File: config.mk
export PLATFORM = sky130hd
export DESIGN_NAME = knight_seq_flat
export DESIGN_NICKNAME = d
export VERILOG_FILES = /design/src/rtl/knight_pkg.sv /design/src/rtl/knight_seq_if.sv /design/src/rtl/knight_tick.sv /design/src/rtl/knight_seq.sv /design/src/flat_wrapper.sv
export SDC_FILE = /design/constraint.sdc
export NUM_CORES = 1
export LEC_CHECK = 0
export ABC_AREA = 1
export CORE_MARGIN = 3
export CORE_UTILIZATION = 25
export DETAILED_ROUTE_END_ITERATION = 12
export PLACE_DENSITY_LB_ADDON = 0.25
export SLEW_MARGIN = 20
export SYNTH_ARGS = -nofsm -noshare
export SYNTH_HDL_FRONTEND = slang
export SYNTH_HIERARCHICAL = 1
export SYNTH_SLANG_ARGS = --single-unit
File: constraint.sdc
create_clock -name ACLK -period 3.07 [get_ports ACLK]
set_clock_uncertainty 0.15 [all_clocks]
set_input_delay 0.614 -clock ACLK [delete_from_list [all_inputs] [get_ports ACLK]]
set_output_delay 0.614 -clock ACLK [all_outputs]
set_load 0.1 [all_outputs]
File: src/rtl/knight_pkg.sv
// Shared definitions for the knight LED display: pattern select codes and the
// sequencer state encoding. Used by the sequencer and the control register block.
package knight_pkg;

  localparam logic [1:0] PAT_OFF    = 2'd0;
  localparam logic [1:0] PAT_BOUNCE = 2'd1;
  localparam logic [1:0] PAT_ROTATE = 2'd2;
  localparam logic [1:0] PAT_FILL   = 2'd3;

  typedef enum logic [2:0] {
    IDLE      = 3'd0,
    BOUNCE_UP = 3'd1,
    BOUNCE_DN = 3'd2,
    ROTATE    = 3'd3,
    FILL      = 3'd4
  } knight_state_t;

  // Entry state taken on a pattern restart.
  function automatic knight_state_t entry_state(input logic [1:0] pat);
    knight_state_t st;
    case (pat)
      PAT_BOUNCE: st = BOUNCE_UP;
      PAT_ROTATE: st = ROTATE;
      PAT_FILL:   st = FILL;
      default:    st = IDLE;
    endcase
    return st;
  endfunction

endpackage

File: src/rtl/knight_seq_if.sv
// Control/frame bundle between the control register block (master) and the
// knight sequencer (slave).
interface knight_seq_if #(
  parameter int LED_W = 8
);
  logic [1:0]       KNIGHT_PATTERN;
  logic [31:0]      KNIGHT_CDIV;
  logic [LED_W-1:0] LED;
  logic             STEP;

  modport master (
    output KNIGHT_PATTERN,
    output KNIGHT_CDIV,
    input  LED,
    input  STEP
  );

  modport slave (
    input  KNIGHT_PATTERN,
    input  KNIGHT_CDIV,
    output LED,
    output STEP
  );
endinterface

File: src/rtl/knight_tick.sv
// Step-tick divider: free-running up-counter compared against cdiv. A lowered
// cdiv below the current count fires on the next edge rather than wrapping.
module knight_tick (
  input  logic        ACLK,
  input  logic        ARESETN,
  input  logic        clr,
  input  logic        en,
  input  logic [31:0] cdiv,
  output logic        tick
);

  logic [31:0] r_cnt;
  logic        w_hit;

  assign w_hit = (r_cnt >= cdiv);
  assign tick  = en & ~clr & w_hit;

  // Divider counter: cleared on restart, parked at 0 while disabled.
  always_ff @(posedge ACLK or negedge ARESETN) begin
    if (!ARESETN) begin
      r_cnt <= '0;
    end else if (clr || !en) begin
      r_cnt <= '0;
    end else if (w_hit) begin
      r_cnt <= '0;
    end else begin
      r_cnt <= r_cnt + 32'd1;
    end
  end

endmodule

File: src/rtl/knight_seq.sv
// Knight LED frame sequencer: pattern FSM, position/level registers and the
// frame encoder, stepped by knight_tick.
// Build option: KNIGHT_SEQ_TRAIL_EN adds a trailing LED in the bounce patterns.
//
// state     | meaning
// ----------+--------------------------------------------
// IDLE      | pattern OFF, LED dark, divider parked
// BOUNCE_UP | single LED moving toward MSB
// BOUNCE_DN | single LED moving toward LSB
// ROTATE    | single LED moving toward MSB, wraps to LSB
// FILL      | bar of lvl LEDs from LSB, wraps to empty
module knight_seq
  import knight_pkg::*;
#(
  parameter int LED_W = 8
) (
  input logic        ACLK,
  input logic        ARESETN,
  knight_seq_if.slave bus
);

  localparam int POS_W = $clog2(LED_W);
  localparam int LVL_W = $clog2(LED_W + 1);
  localparam logic [POS_W-1:0] POS_MAX = POS_W'(LED_W - 1);
  localparam logic [LVL_W-1:0] LVL_MAX = LVL_W'(LED_W);

  knight_state_t    r_state;
  logic [1:0]       r_pat_q;
  logic [POS_W-1:0] r_pos;
  logic [LVL_W-1:0] r_lvl;
  logic [LED_W-1:0] r_led;
  logic             r_step;

  knight_state_t    w_state_nxt;
  logic [POS_W-1:0] w_pos_nxt;
  logic [POS_W-1:0] w_pos_inc;
  logic [POS_W-1:0] w_pos_dec;
  logic [LVL_W-1:0] w_lvl_nxt;
  logic [LED_W-1:0] w_led_nxt;
  logic             w_restart;
  logic             w_tick;
`ifdef KNIGHT_SEQ_TRAIL_EN
  logic [POS_W-1:0] r_prev_pos;
  logic [POS_W-1:0] w_prev_nxt;
`endif

  assign w_restart = (bus.KNIGHT_PATTERN != r_pat_q);
  assign w_pos_inc = r_pos + POS_W'(1);
  assign w_pos_dec = r_pos - POS_W'(1);

  knight_tick u_tick (
    .ACLK    (ACLK),
    .ARESETN (ARESETN),
    .clr     (w_restart),
    .en      (r_state != IDLE),
    .cdiv    (bus.KNIGHT_CDIV),
    .tick    (w_tick)
  );

  // Next state/position/level: restart wins over a same-cycle tick.
  always_comb begin
    w_state_nxt = r_state;
    w_pos_nxt   = r_pos;
    w_lvl_nxt   = r_lvl;
`ifdef KNIGHT_SEQ_TRAIL_EN
    w_prev_nxt  = r_prev_pos;
`endif
    if (w_restart) begin
      w_state_nxt = entry_state(bus.KNIGHT_PATTERN);
      w_pos_nxt   = '0;
      w_lvl_nxt   = '0;
`ifdef KNIGHT_SEQ_TRAIL_EN
      w_prev_nxt  = '0;
`endif
    end else if (w_tick) begin
`ifdef KNIGHT_SEQ_TRAIL_EN
      w_prev_nxt = r_pos;
`endif
      case (r_state)
        BOUNCE_UP: begin
          w_pos_nxt = w_pos_inc;
          if (w_pos_inc == POS_MAX) w_state_nxt = BOUNCE_DN;
        end
        BOUNCE_DN: begin
          w_pos_nxt = w_pos_dec;
          if (w_pos_dec == '0) w_state_nxt = BOUNCE_UP;
        end
        ROTATE: w_pos_nxt = (r_pos == POS_MAX) ? '0 : w_pos_inc;
        FILL:   w_lvl_nxt = (r_lvl == LVL_MAX) ? '0 : r_lvl + LVL_W'(1);
        default: ;
      endcase
    end
  end

  // Frame encoder on the next-state values so LED is a plain register.
  always_comb begin
    w_led_nxt = '0;
    case (w_state_nxt)
      BOUNCE_UP, BOUNCE_DN: begin
        w_led_nxt[w_pos_nxt] = 1'b1;
`ifdef KNIGHT_SEQ_TRAIL_EN
        w_led_nxt[w_prev_nxt] = 1'b1;
`endif
      end
      ROTATE: w_led_nxt[w_pos_nxt] = 1'b1;
      FILL: begin
        // Bit-wise thermometer avoids the overflow of (1<<LED_W)-1.
        for (int i = 0; i < LED_W; i++) begin
          w_led_nxt[i] = (LVL_W'(i) < w_lvl_nxt);
        end
      end
      default: ;
    endcase
  end

  // Sequencer FSM with registered frame and step pulse.
  always_ff @(posedge ACLK or negedge ARESETN) begin
    if (!ARESETN) begin
      r_state    <= IDLE;
      r_pat_q    <= PAT_OFF;
      r_pos      <= '0;
      r_lvl      <= '0;
      r_led      <= '0;
      r_step     <= 1'b0;
`ifdef KNIGHT_SEQ_TRAIL_EN
      r_prev_pos <= '0;
`endif
    end else begin
      r_state    <= w_state_nxt;
      r_pat_q    <= bus.KNIGHT_PATTERN;
      r_pos      <= w_pos_nxt;
      r_lvl      <= w_lvl_nxt;
      r_led      <= w_led_nxt;
      r_step     <= w_tick;
`ifdef KNIGHT_SEQ_TRAIL_EN
      r_prev_pos <= w_prev_nxt;
`endif
    end
  end

  assign bus.LED  = r_led;
  assign bus.STEP = r_step;

endmodule

File: src/flat_wrapper.sv
// flat-port wrapper written by rule: the top's interface ports become plain ports
module knight_seq_flat import knight_pkg::*;
#(
  parameter int LED_W = 8
)
  (ACLK, ARESETN, bus_KNIGHT_PATTERN, bus_KNIGHT_CDIV, bus_LED, bus_STEP);
  knight_seq_if #(.LED_W(LED_W)) bus_i ();
  input logic ACLK;
  input logic ARESETN;
  input wire logic [$bits(bus_i.KNIGHT_PATTERN)-1:0] bus_KNIGHT_PATTERN;
  input wire logic [$bits(bus_i.KNIGHT_CDIV)-1:0] bus_KNIGHT_CDIV;
  output wire logic [$bits(bus_i.LED)-1:0] bus_LED;
  output wire logic [$bits(bus_i.STEP)-1:0] bus_STEP;
  assign bus_i.KNIGHT_PATTERN = bus_KNIGHT_PATTERN;
  assign bus_i.KNIGHT_CDIV = bus_KNIGHT_CDIV;
  assign bus_LED = bus_i.LED;
  assign bus_STEP = bus_i.STEP;
  knight_seq #(.LED_W(LED_W)) u_core (.ACLK(ACLK), .ARESETN(ARESETN), .bus(bus_i));
endmodule
-- Word level (Yosys, flattened, before mapping)
Index checks and enable logic that the tools add are counted.
- bits in registers: 53
- input bits: 36
- add/sub/neg operators: 4
- order comparisons: 11
- equality and inequality tests: 15
- muxes and demuxes: 19
- bitwise operators: 3
- reductions and logical operators: 6
- operator list (cell ; count):
    $mux W32 ; 2
    $add A32 B1 Y32 const B ; 1
    $ge A32 B32 Y1 ; 1
    $mux W3 ; 7
    $pmux W3 S3 ; 2
    $lt A3 B4 Y1 const A ; 4
    $mux W4 ; 4
    $pmux W8 S2 ; 1
    $eq A3 B2 Y1 const B ; 4
    $eq A3 B3 Y1 const B ; 4
    $lt A1 B4 Y1 const A ; 2
    $lt A2 B4 Y1 const A ; 2
    $eq A3 B1 Y1 const B ; 2
    $pmux W3 S2 ; 1
    $add A4 B1 Y4 const B ; 1
    $eq A2 B2 Y1 const B ; 2
    $eq A4 B4 Y1 const B ; 1
    $lt A3 B4 Y1 const B ; 1
    $add A3 B1 Y3 const B ; 1
    $demux W1 S3 ; 1
    $ge A3 B1 Y1 const B ; 1
    $logic_not A3 Y1 ; 1
    $reduce_bool A3 Y1 ; 1
    $reduce_or A3 Y1 ; 1
    other kinds (9) ; 10

-- Longest topological paths before layout
- depth in word-level cells: 11
- mapped depth: 24

-- Hierarchy
The synthesis kept the hierarchy.
- modules (own cells, without submodules) (module ; times used ; cells each ; area each (µm²) ; sequential area each (µm²)):
    knight_tick ; 1 ; 404 ; 2772.7 ; 800.8
    knight_seq ; 1 ; 204 ; 1451.4 ; 525.5

-- Worst setup path after synthesis
OpenSTA, ideal clock, no wires.
- kind: input to register
- from: input bus_KNIGHT_CDIV[15]
- to: register u_core.r_led[4] (netlist: u_core/bus.LED[4])
- arrival: 2.519 ns
- setup slack: 0.336 ns
- cell stages on the path: 19
- cells stage by stage: inv_1 -> ha_1 -> nand2_1 -> nor4_1 -> nand2_1 -> nand2_1 -> nand2_1 -> a21oi_1 -> buf_2 -> nand2_4 -> o21ai_1 -> inv_1 -> nor2_1 -> nand2_1 -> nand2_2 -> nand2_4 -> nor2_8 -> nand2_1 -> nand2_1
- cells in the longest elaborated chain, start to end: 9
- ends and longest elaborated chain (item ; line ; source):
    start, declared ; flat_wrapper.sv:11 ; input wire logic [$bits(bus_i.KNIGHT_CDIV)-1:0] bus_KNIGHT_CDIV;
    $ge A32 B32 Y1 (*) ; knight_tick.sv:15 ; assign w_hit = (r_cnt >= cdiv);
    $and A1 B1 Y1 (*) ; knight_tick.sv:16 ; assign tick = en & ~clr & w_hit;
    named net u_core.w_tick ; knight_seq.sv:41 ; logic w_tick;
    $mux W3 ; knight_seq.sv:75 ; end else if (w_tick) begin
    $mux W3 ; knight_seq.sv:68 ; if (w_restart) begin
    $lt A3 B4 Y1 (not written as such) / $ge A3 B1 Y1 (equally long branches) ; knight_seq.sv:100, knight_seq.sv:105 ;
    $logic_and A1 B1 Y1 (not written as such) ; knight_seq.sv:100, knight_seq.sv:105 ;
    $mux W1 (not written as such) ; knight_seq.sv:100, knight_seq.sv:105 ;
    $demux W1 S3 ; -- ;
    $pmux W8 S2 (*) ; knight_seq.sv:98 ; case (w_state_nxt)
    named net u_core.w_led_nxt[4] ; knight_seq.sv:39 ; logic [LED_W-1:0] w_led_nxt;
    end signal, assigned ; knight_seq.sv:133 ; r_led <= w_led_nxt;
    end, declared ; knight_seq.sv:31 ; logic [LED_W-1:0] r_led;
The timed path passes the listed nets; every way through them passes the cells marked *.

-- Worst setup path after layout
- from: input bus_KNIGHT_CDIV[25]
- to: register u_core.r_led[1] (netlist: u_core/bus.LED[1])
The elaborated chain is that of the path after synthesis.

==> qor.csv <==
metric,value,unit
Place WS,-0.405,ns
CTS tree,done,
Total GRT Usage,0.117,
final setup vio count,0,
H-tree Lvls,2,
Crit path required time,3.15,ns
Row Count,46,
Vias/cell,4.31,
number of global-route vias before repair,3889,
initial antenna violation count,0,
FILL cells,1758,
Vias,3885,
Placer Congestion,0.843,
clk sink count,53,
library cells used by synthesis,32,
Detailed Route Iter0 Violations,163,
synthesized instance count,608,
Slew Limit Fails,0,
CP Class,primary input to flip-flop,
# port buffers,44,
CTS Buffer Depth,2,
First-pass DRT Iterations,4,
fraction of layout cells with a size suffix above 1,0.248,
"area leader, netlist",dfrtp_1,
WL/cell,11.5,µm
io pins,45,
Total Wirelength,10.4,mm
Die X,136,µm
peak supply drop,0.000187,V
largest net degree at the start of global routing,25,
"CTS clk-pin slew, worst paths",0.07,ns
core area,16200,µm²
"Hold-fix buffers, CTS",0,
RR Endpoint,u_core/bus.LED[1],
YS warnings,6,
sequential element share of the synthesized area,0.314,
Syn Nets,686,
Nets,762,
synthesis-to-finish area growth,34.2,%
depth of the worst register-to-register path,19,
CP Capture Type,flip-flop,
Cell Pwr Density,276,nW/µm²
slew margin rel.,0.655,
total CTS buffers,5,
fin util,0.349,
min Tclk post-route,2.90,ns
status,finished clean,
Final WS setup,0.165,ns
first-pass GRT wire length,17.8,mm
dpl hpwl,7.97,mm
Lkg Pwr,0.00288,µW
Die ar.,18500,µm²
share of the synthesized area in the top cell type,0.314,
"Arr. time, crit path",2.99,ns
Worst-Margin Slew,0.518,ns
maximum fanout along the worst path,8,
total negative slack,0,ns
Synth area leaders,"dfrtp_1, nand2_1, ha_1",
R2R setup slack,0.32,ns
worst skew pair latency,0.29,ns
die height,136,µm
GRT overflow,0,
maxcap violations,0,
n_diodes,0,
Hold Crit Class,primary input to asynchronous set/reset pin,
Max Fclk,344,MHz
Final Cycle Share,0.946,
worst hold slack,0.124,ns
"Hold Vio Cnt, Final",0,
drt drc,0,
CTS Root Cell,clkbuf_16,
"Design Area, Final",5670,µm²
RR Startpoint,u_core/u_tick/r_cnt[13],
"FF+latch count, synth",53,
Placed Area,5060,µm²
Starting Density,0.260,
Post-Syn Area per Cell,6.95,µm²
CP startpoint kind,primary input,
Antenna Violating Nets Remaining,0,
"Cell Area, Synth",4220,µm²
[metrics by stage]
step | power, µW | instances
after global placement | 984 | 886
after floorplan | 881 | 608
after global routing | 1660 | 901
after detailed placement | 984 | 886
after CTS | 1570 | 900
final | 1560 | 901
[synthesized netlist by cell type (all sizes together)]
cell and number:
nand2 162, nor2 105, inv 96, nand3 54, dfrtp 53, ha 42, a21oi 28, o21ai 20
nand4 9, nor3 8, or2 7, buf 6, xor2 5, a21o 4, nand3b 3, clkbuf 2
nor4 2, o21a 2
[flip-flops by register name, indices dropped and copies added (netlist names)]
register,count
u_core/r_lvl,4
u_core/u_tick/r_cnt,32
u_core/r_pos,3
u_core/bus.LED,8
u_core/r_state,3
u_core/bus.STEP,1
u_core/r_pat_q,2
[power by group]
group,internal (µW),total (µW),switching (µW)
clock network,305,563,259
registers,709,727,18.0
logic,111,273,162
[cells by family after synthesis]
logic type               share of synthesized area
AND/OR/NAND/NOR                              0.385
buffers and inverters                       0.0986
AO/OA/AOI/OAI                               0.0675
flip-flops                                   0.314
adder cells (fa/ha/maj)                      0.124
XOR/XNOR                                    0.0104
[layer usage]
layer  vias to the layer above  part of all wire  track usage
met5                         -                 0            0
met4                         0             0.011       0.0241
met3                         9             0.030       0.0178
met2                        49              0.48        0.204
met1                      1752              0.48        0.155
li1                       2075                 -            -
[how the worst max path moves through the flow]
stage	from	slack, ns	cells after the start	to
global route	bus_KNIGHT_CDIV[25]	-0.02	17	u_core/bus.LED[6]
floorplan	bus_KNIGHT_CDIV[15]	0.34	19	u_core/bus.LED[4]
global placement	bus_KNIGHT_CDIV[15]	-0.40	21	u_core/bus.LED[3]
detailed placement	bus_KNIGHT_CDIV[31]	-0.41	20	u_core/bus.LED[6]
finish	bus_KNIGHT_CDIV[25]	0.17	19	u_core/bus.LED[1]
CTS	bus_KNIGHT_CDIV[28]	0.002	20	u_core/bus.LED[1]
[cell type report]
class / count / area [µm²] / share of cell area
well taps: 216 / 270 / 0.0477
repair buffers: 76 / 713 / 0.126
flip-flops and latches: 53 / 1330 / 0.234
inverters: 96 / 363 / 0.0640
multi-input cells: 452 / 2850 / 0.503
clock inverters: 2 / 13.8 / 0.00243
clock buffers: 6 / 129 / 0.0227
[critical path, cell delays in order]
cell and delay [ns]:
clkdlybuf4s50_1 0.47, inv_2 0.05, ha_4 0.23, a21oi_1 0.14
o21ai_1 0.07, nand2_1 0.06, nand3_1 0.09, nor2_2 0.16
a21oi_2 0.07, buf_4 0.15, buf_4 0.13, buf_4 0.13
nand2_1 0.07, nand2_1 0.06, nand2_2 0.10, nand2_4 0.10
nor2_8 0.16, nand2_2 0.07, nand2_2 0.07
[what timing repair did]
| item | 4_1_cts | 5_1_grt |
|---|---|---|
| gates cloned | 1 | 0 |
| endpoints found under the setup margin | 8 | 9 |
| buffers inserted | 5 | 1 |
| pin swaps | 32 | 56 |
| gates resized for setup | 26 | 81 |
[cell usage in the layout (no fill, tap or decap), types with 21 or more instances in the layout]
master | Yosys | routed
nand2_1 | 148 | 133
inv_1 | 90 | 67
ha_1 | 42 | 21
dfrtp_1 | 53 | 53
ha_4 | 0 | 21
nand3_1 | 51 | 48
inv_2 | 5 | 28
nor2_1 | 85 | 79
dlymetal6s2s_1 | 0 | 21
a21oi_1 | 28 | 26
nand2_2 | 12 | 26
buf_4 | 1 | 39
Note: power is estimated with default switching activity, not from simulation.
